File: config.mk
export PLATFORM = sky130hd
export DESIGN_NAME = alu_cmd_sequencer
export DESIGN_NICKNAME = d
export VERILOG_FILES = /design/src/rtl/alu_cmd_sequencer.sv
export SDC_FILE = /design/constraint.sdc
export NUM_CORES = 1
export LEC_CHECK = 0
export CORE_MARGIN = 4
export CORE_UTILIZATION = 37
export CTS_CLUSTER_DIAMETER = 150
export DETAILED_ROUTE_END_ITERATION = 10
export PLACE_DENSITY = 0.74
export SYNTH_ARGS = -nofsm -noshare
export SYNTH_HDL_FRONTEND = slang
export SYNTH_SLANG_ARGS = --single-unit
File: constraint.sdc
create_clock -name clk -period 1.5 [get_ports clk]
set_clock_uncertainty 0.2 [all_clocks]
set_input_delay 0.15 -clock clk [delete_from_list [all_inputs] [get_ports clk]]
set_output_delay 0.15 -clock clk [all_outputs]
set_load 0.05 [all_outputs]
File: src/rtl/alu_cmd_sequencer.sv
// Issue stage for the 4-bit ALU: registers command operands onto the ALU inputs,
// captures the combinational result one cycle later and returns it with carry/zero flags.
module alu_cmd_sequencer #(
   parameter int WIDTH    = 4,
   parameter bit CHAIN_EN = 1'b1
) (
   input  logic             clk,
   input  logic             rst,
   input  logic             cmd_valid,
   output logic             cmd_ready,
   input  logic [1:0]       cmd_op,
   input  logic [WIDTH-1:0] cmd_a,
   input  logic [WIDTH-1:0] cmd_b,
   input  logic             cmd_chain,
   output logic [WIDTH-1:0] alu_a,
   output logic [WIDTH-1:0] alu_b,
   output logic [1:0]       alu_status,
   input  logic [WIDTH-1:0] alu_result,
   output logic             rsp_valid,
   input  logic             rsp_ready,
   output logic [WIDTH-1:0] rsp_result,
   output logic [1:0]       rsp_op,
   output logic             rsp_carry,
   output logic             rsp_zero,
   output logic [WIDTH-1:0] acc,
   output logic             busy
);

   localparam logic [1:0] IDLE = 2'd0;
   localparam logic [1:0] EXEC = 2'd1;
   localparam logic [1:0] RESP = 2'd2;

   localparam logic [1:0] OP_ADD = 2'b00;
   localparam logic [1:0] OP_SUB = 2'b01;
   localparam logic [1:0] OP_SHA = 2'b10;

   logic [1:0]       state_q, state_d;
   logic [WIDTH-1:0] alu_a_q, alu_a_d;
   logic [WIDTH-1:0] alu_b_q, alu_b_d;
   logic [1:0]       alu_status_q, alu_status_d;
   logic [WIDTH-1:0] rsp_result_q, rsp_result_d;
   logic [1:0]       rsp_op_q, rsp_op_d;
   logic             rsp_carry_q, rsp_carry_d;
   logic             rsp_zero_q, rsp_zero_d;
   logic [WIDTH-1:0] acc_q, acc_d;

   logic             accept;
   logic             use_acc;
   logic [WIDTH:0]   sum_ext;
   logic             carry_calc;

   assign cmd_ready = (state_q == IDLE) | ((state_q == RESP) & rsp_ready);
   assign accept    = cmd_valid & cmd_ready;
   assign use_acc   = cmd_chain & CHAIN_EN;

   // Flag is derived from the registered ALU operands, never from alu_result.
   always_comb begin
      sum_ext    = {1'b0, alu_a_q} + {1'b0, alu_b_q};
      carry_calc = 1'b0;
      case (alu_status_q)
         OP_ADD:  carry_calc = sum_ext[WIDTH];
         OP_SUB:  carry_calc = (alu_a_q < alu_b_q);
         OP_SHA:  carry_calc = alu_a_q[WIDTH-1];
         default: carry_calc = alu_b_q[WIDTH-1];
      endcase
   end

   // In RESP, acc_q already holds the result being returned, so a chained
   // back-to-back command picks it up directly.
   always_comb begin
      state_d      = state_q;
      alu_a_d      = alu_a_q;
      alu_b_d      = alu_b_q;
      alu_status_d = alu_status_q;
      rsp_result_d = rsp_result_q;
      rsp_op_d     = rsp_op_q;
      rsp_carry_d  = rsp_carry_q;
      rsp_zero_d   = rsp_zero_q;
      acc_d        = acc_q;

      if (accept) begin
         alu_a_d      = use_acc ? acc_q : cmd_a;
         alu_b_d      = cmd_b;
         alu_status_d = cmd_op;
      end

      case (state_q)
         IDLE: begin
            if (accept) state_d = EXEC;
         end
         EXEC: begin
            rsp_result_d = alu_result;
            acc_d        = alu_result;
            rsp_op_d     = alu_status_q;
            rsp_carry_d  = carry_calc;
            rsp_zero_d   = (alu_result == '0);
            state_d      = RESP;
         end
         RESP: begin
            if (rsp_ready) state_d = accept ? EXEC : IDLE;
         end
         default: state_d = IDLE;
      endcase
   end

   always_ff @(posedge clk or negedge rst) begin
      if (!rst) begin
         state_q      <= IDLE;
         alu_a_q      <= '0;
         alu_b_q      <= '0;
         alu_status_q <= '0;
         rsp_result_q <= '0;
         rsp_op_q     <= '0;
         rsp_carry_q  <= 1'b0;
         rsp_zero_q   <= 1'b0;
         acc_q        <= '0;
      end else begin
         state_q      <= state_d;
         alu_a_q      <= alu_a_d;
         alu_b_q      <= alu_b_d;
         alu_status_q <= alu_status_d;
         rsp_result_q <= rsp_result_d;
         rsp_op_q     <= rsp_op_d;
         rsp_carry_q  <= rsp_carry_d;
         rsp_zero_q   <= rsp_zero_d;
         acc_q        <= acc_d;
      end
   end

   assign alu_a      = alu_a_q;
   assign alu_b      = alu_b_q;
   assign alu_status = alu_status_q;
   assign rsp_valid  = (state_q == RESP);
   assign rsp_result = rsp_result_q;
   assign rsp_op     = rsp_op_q;
   assign rsp_carry  = rsp_carry_q;
   assign rsp_zero   = rsp_zero_q;
   assign acc        = acc_q;
   assign busy       = (state_q != IDLE);

endmodule
==> results.sh, run 1 <==
export IMPL_leakage_nw=0.858
export IMPL_dp_hpwl_microns=2040
export IMPL_place_area_sq_um=1790
export IMPL_synth_area_top_cells="dfrtp_1 49%, mux2_2 7.7%, ha_1 7.4%"
export IMPL_path_max_fanout=4
export IMPL_endpoint_kind="output pin"
export IMPL_worst_setup_path_start_kind="register"
export IMPL_yosysTopAreaCellShare=0.491
export IMPL_htreeDepth=1
export IMPL_ys_types=25
export IMPL_multi_input_area_sq_um=484
export IMPL_diodes=0
export IMPL_worstReg2RegStart="alu_b[1]$_DFFE_PN0N_"
export IMPL_ys_seq_elements=20
export IMPL_gp_congestion=0.762
export IMPL_track_usage=0.159
export IMPL_synth_cells=89
export IMPL_worst_pin_slew_ns=0.261
export IMPL_drt_wl_total_microns=2690
export IMPL_drive_above_1_share=0.479
export IMPL_yosysSeqAreaShare=0.491
export IMPL_synth_fp_nets=114
export IMPL_drc_errors=0
export IMPL_r2r_end="rsp_carry$_DFFE_PN0N_"
export IMPL_io_pins=44
export IMPL_worst_r2r_setup_slack_ns=-0.03
export IMPL_ir_worst_vdd_mv=1.47
export IMPL_gr_total_overflow=0
export IMPL_setup_violations=3
export IMPL_whs_endpoint="alu_b[2]$_DFFE_PN0N_"
export IMPL_synth_area_sq_um=1020
export IMPL_rows=18
export IMPL_register_area_sq_um=507
export IMPL_root_buffer="clkbuf_4"
export IMPL_area_growth_syn_to_layout_pct=87.0
export IMPL_die_y_microns=60.5
export IMPL_first_pass_iters=4
export IMPL_antenna_found_initial=0
export IMPL_post_route_period_util=1.08
export IMPL_layout_nets=172
export IMPL_rsz0062_at_grt="true"
export IMPL_fin_area_sq_um=1900
export IMPL_min_path_type="input pin to register"
export IMPL_layout_setup_ws_ns=-0.117
export IMPL_core_sq_um=2540
export IMPL_p_total_mw=3.84
export IMPL_chipWidth_microns=60.5
export IMPL_io_buffers=43
export IMPL_antenna_left=0
export IMPL_violations="setup timing"
export IMPL_yosysTopAreaCell="dfrtp_1"
export IMPL_fmax_mhz=618
export IMPL_power_density_nw_per_um2=2020
export IMPL_start_util=0.400
export IMPL_clockBufferDepth=2
export IMPL_hold_start="cmd_b[2]"
export IMPL_worstSetupPathType="register to output pin"
export IMPL_period_minus_slack_ns=1.62
export IMPL_n_fill_cell=180
export IMPL_status="complete, but fails checks"
export IMPL_fin_tns_setup_ns=-0.250
export IMPL_grt_pass1_wl_microns=4330
export IMPL_drv_cap=0
export IMPL_cts_sinks=20
export IMPL_clk_latency_ns=0.29
export IMPL_tritoncts="yes"
export IMPL_first_global_vias=912
export IMPL_final_util=0.748
export IMPL_whs_ns=0.175
export IMPL_cp_required_ns=1.15
export IMPL_worst_setup_hold_path_clk_slew_ns=0.11
export IMPL_die_area_sq_um=3660
export IMPL_ys_warn_count=0
export IMPL_relSlewSlack=0.826
export IMPL_wire_per_inst_microns=15.3
export IMPL_maxSlewViolCount=0
export IMPL_r2r_cells=6
export IMPL_hold_viol=0
export IMPL_vias_per_cell=4.94
export IMPL_avgSynthCellArea_sq_um=11.4
export IMPL_numCtsBuffers=3
export IMPL_vias=870
export IMPL_min_path_cells=3
export IMPL_grt_max_degree=21
export IMPL_drt_iter0_drc=8
export IMPL_worstPathArrival_ns=1.27
## critical path, stage by stage (launching register included)
cell and delay, ns:
dfrtp_1 0.44, buf_6 0.15, or2_4 0.23, buf_8 0.15
## through the flow
stage,worst slack (ns),cells
final,-0.117,176
after global routing,-0.179,176
after CTS,-0.0844,173
after detailed placement,-0.216,167
after global placement,-0.169,167
after floorplan,-0.141,89
## cells in the mapped netlist
library cell	n
or4_1	1
o21ai_1	3
nand2b_1	4
mux2_2	7
mux2i_1	4
or2_2	1
nand2_1	4
dfrtp_1	20
inv_1	5
nor2_1	6
nor2b_1	2
mux2_4	3
a21oi_1	5
a32oi_1	1
buf_4	4
ha_1	6
nand4bb_1	1
buf_6	2
a31oi_1	1
buf_2	1
buf_1	1
a211oi_1	1
and3b_1	1
o211ai_1	1
o21ai_0	4
## cell type report
type | instances | area share
sequential | 20 | 0.266
timing repair buffer | 61 | 0.431
inverter | 5 | 0.00986
multi-input combinational | 56 | 0.254
tap | 30 | 0.0197
clock buffer | 4 | 0.0191
## layout by cell type, fill, tap and decap left out
| cell type | synthesis | final |
|---|---|---|
| nand4bb_1 | 1 | 1 |
| dfrtp_2 | 0 | 5 |
| dlygate4sd3_1 | 0 | 1 |
| and3b_2 | 0 | 1 |
| inv_2 | 0 | 2 |
| clkbuf_8 | 0 | 1 |
| ha_1 | 6 | 4 |
| a31oi_1 | 1 | 1 |
| o21ai_0 | 4 | 3 |
| nand2b_1 | 4 | 3 |
| buf_6 | 2 | 2 |
| a21oi_1 | 5 | 5 |
| or4_1 | 1 | 1 |
| a211oi_1 | 1 | 1 |
| buf_4 | 4 | 15 |
| nand2_1 | 4 | 4 |
| buf_12 | 0 | 24 |
| or2_4 | 0 | 1 |
| o21ai_1 | 3 | 4 |
| nor2_1 | 6 | 6 |
| nor2b_4 | 0 | 2 |
| buf_8 | 0 | 1 |
| mux2_2 | 7 | 7 |
| ha_4 | 0 | 2 |
| nand2b_2 | 0 | 1 |
| o211ai_1 | 1 | 1 |
| a32oi_1 | 1 | 1 |
| mux2_4 | 3 | 3 |
| dfrtp_1 | 20 | 15 |
| inv_1 | 5 | 3 |
| clkbuf_4 | 0 | 3 |
| clkdlybuf4s50_1 | 0 | 18 |
| mux2i_1 | 4 | 4 |
## state kept, by name, summed over array words and instances (netlist names)
| name | flops |
|---|---|
| acc | 4 |
| alu_a | 4 |
| alu_b | 4 |
| alu_status | 2 |
| rsp_carry | 1 |
| rsp_op | 2 |
| rsp_zero | 1 |
| state_q | 2 |
## kinds of logic after synthesis
| group | share of synthesized area |
|---|---|
| AND/OR/NAND/NOR | 0.107 |
| flip-flops | 0.491 |
| AO/OA/AOI/OAI | 0.0885 |
| multiplexers | 0.161 |
| buffers and inverters | 0.0786 |
| adder cells (fa/ha/maj) | 0.0737 |
## layer usage
layer	global-route usage	wire [microns]	vias to the layer above	share of wire
met5	0	0	-	0
met3	0.0404	183	8	0.068
li1	-	-	414	-
met1	0.178	1040	413	0.39
met2	0.285	1400	35	0.52
met4	0.0712	74	0	0.027
## where the power goes
part	internal (mW)	total, mW	switching (mW)	leakage, nW
registers	0.721	0.955	0.234	0.231
clock network	0.148	0.309	0.161	0.0210
logic	1.31	2.58	1.27	0.606
total	2.17	3.84	1.67	0.858
## worst max path at each step
stage / startpoint / endpoint / slack, ns
after detailed placement: rsp_ready / alu_a[3]$_DFFE_PN0N_ / -0.22
final: state_q[0]$_DFFE_PN0P_ / busy / -0.12
after global placement: rsp_ready / alu_b[0]$_DFFE_PN0N_ / -0.17
after global routing: state_q[1]$_DFFE_PN0P_ / cmd_ready / -0.18
after floorplan: alu_b[1]$_DFFE_PN0N_ / rsp_carry$_DFFE_PN0N_ / -0.14
after CTS: state_q[0]$_DFFE_PN0P_ / busy / -0.08
## what timing repair did
item | CTS | global route
hold buffers | 1 | 0
setup buffers | 1 | 3
resized for setup | 6 | 4
setup endpoints to repair | 6 | 14
pin swaps | 3 | 2
hold endpoints to repair | 20 | 0
Note: power is estimated with default switching activity, not from simulation.
==> run 2, diff against run 1 <==
- SETUP_SLACK_MARGIN: not set -> 0.05
- SKIP_CTS_REPAIR_TIMING: not set -> 1
==> results.sh, run 2 (same netlist as run 1, synthesis figures left out) <==
export IMPL_tritoncts="yes"
export IMPL_cts_sinks=20
export IMPL_worst_setup_hold_path_clk_slew_ns=0.12
export IMPL_p_int_mw=2.24
export IMPL_drc_errors=0
export IMPL_period_minus_slack_ns=1.61
export IMPL_fmax_mhz=620
export IMPL_wire_per_inst_microns=16.0
export IMPL_diodes=0
export IMPL_drt_iter0_drc=13
export IMPL_layout_setup_ws_ns=-0.112
export IMPL_chipWidth_microns=60.5
export IMPL_layout_common_cells="24 x buf_12, 18 x clkdlybuf4s50_1, 16 x buf_4"
export IMPL_first_global_vias=958
export IMPL_r2r_cells=6
export IMPL_whs_endpoint="alu_b[1]$_DFFE_PN0N_"
export IMPL_track_usage=0.162
export IMPL_htreeDepth=1
export IMPL_worstPathArrival_ns=1.26
export IMPL_worst_pin_slew_ns=0.304
export IMPL_io_buffers=43
export IMPL_worstSetupPathType="register to output pin"
export IMPL_clockPowerShare=0.079
export IMPL_start_util=0.400
export IMPL_first_pass_iters=4
export IMPL_final_common_cell="buf_12"
export IMPL_leakage_nw=0.889
export IMPL_root_buffer="clkbuf_4"
export IMPL_combPwrFrac=0.683
export IMPL_die_y_microns=60.5
export IMPL_grt_max_degree=21
export IMPL_cp_required_ns=1.15
export IMPL_gp_congestion=0.760
export IMPL_drive_above_1_share=0.560
export IMPL_io_pins=44
export IMPL_layout_nets=176
export IMPL_vias=887
export IMPL_path_max_fanout=4
export IMPL_rsz0062_at_grt="true"
export IMPL_hold_viol=0
export IMPL_min_path_type="input pin to register"
export IMPL_worst_setup_path_start_kind="register"
export IMPL_dp_hpwl_microns=2080
export IMPL_worstReg2RegStart="alu_b[1]$_DFFE_PN0N_"
export IMPL_post_route_period_util=1.07
export IMPL_area_growth_syn_to_layout_pct=96.4
export IMPL_clockBufferDepth=2
export IMPL_drt_wl_total_microns=2880
export IMPL_worst_r2r_setup_slack_ns=-0.09
export IMPL_place_inst=172
export IMPL_power_density_nw_per_um2=1990
export IMPL_hold_start="cmd_b[1]"
export IMPL_r2r_end="rsp_carry$_DFFE_PN0N_"
export IMPL_clk_latency_ns=0.30
export IMPL_antenna_found_initial=0
export IMPL_vias_per_cell=4.93
export IMPL_violations="setup timing"
export IMPL_endpoint_kind="output pin"
export IMPL_min_path_cells=3
export IMPL_grt_pass1_wl_microns=4420
export IMPL_maxSlewViolCount=0
export IMPL_antenna_left=0
export IMPL_gr_total_overflow=0
export IMPL_numCtsBuffers=3
export IMPL_power_frac_seq=0.238
export IMPL_final_instance_count_excl_fill=180
export IMPL_setup_violations=6
export IMPL_core_sq_um=2540
export IMPL_p_switching_mw=1.73
export IMPL_ir_worst_vdd_mv=1.77
export IMPL_whs_ns=0.194
export IMPL_drv_cap=0
export IMPL_switching_share=0.435
export IMPL_status="complete, but fails checks"
export IMPL_die_area_sq_um=3660
export IMPL_relSlewSlack=0.792
export IMPL_rows=18
-- run 2: cell count changes in the layout (fill, tap and decap cells not counted), sizes merged --
cell  previous run  this run
buf             42        46
-- run 2: per-layer routing --
layer | share of wire | track usage | up-vias
li1 | - | - | 424
met1 | 0.38 | 0.197 | 422
met2 | 0.53 | 0.273 | 33
met3 | 0.068 | 0.0596 | 8
met4 | 0.021 | 0.0433 | 0
met5 | 0 | 0 | -
-- run 2: worst max path at each step --
| stage | start | to | slack [ns] | cells past startpoint |
|---|---|---|---|---|
| after floorplan | alu_b[1]$_DFFE_PN0N_ | rsp_carry$_DFFE_PN0N_ | -0.14 | 6 |
| after global placement | rsp_ready | alu_status[0]$_DFFE_PN0N_ | -0.18 | 4 |
| after detailed placement | rsp_ready | alu_status[1]$_DFFE_PN0N_ | -0.22 | 4 |
| after CTS | state_q[0]$_DFFE_PN0P_ | busy | -0.21 | 3 |
| after global routing | alu_b[1]$_DFFE_PN0N_ | rsp_carry$_DFFE_PN0N_ | -0.18 | 6 |
| final | state_q[0]$_DFFE_PN0P_ | busy | -0.11 | 3 |
-- run 2: power groups by stage --
stage / clock, mW / sequential, mW / combinational, mW
floorplan: 0 / 1.48 / 0.716
detailed placement: 0 / 0.952 / 2.57
global route: 0.344 / 0.976 / 2.84
finish: 0.314 / 0.945 / 2.71
CTS: 0.323 / 0.946 / 2.58
global placement: 0 / 0.947 / 2.53
-- run 2: cell type report --
cell class,count,area (sq um)
Inverter,5,18.8
Fill cell,157,544
Clock buffer,4,36.3
Multi-Input combinational cell,56,539
Sequential cell,20,507
Tap cell,30,37.5
Timing Repair Buffer,65,862
-- run 2: worst max-delay path, cell delays in order (launching register included) --
cell,delay (ns)
dfrtp_1,0.43
buf_6,0.15
or2_4,0.23
buf_8,0.15
-- run 2: through the flow --
step / power, mW / util / cell area [sq um] / setup WS [ns] / setup TNS (ns)
5_1_grt: 4.16 / 0.786 / 2000 / -0.184 / -0.958
3_3_place_gp: 3.48 / 0.721 / 1830 / -0.184 / -1.56
3_5_place_dp: 3.52 / 0.721 / 1830 / -0.222 / -2.16
4_1_cts: 3.85 / 0.735 / 1870 / -0.214 / -0.562
2_1_floorplan: 2.19 / - / 1050 / -0.141 / -0.141
6_report: 3.97 / 0.786 / 2000 / -0.112 / -0.367
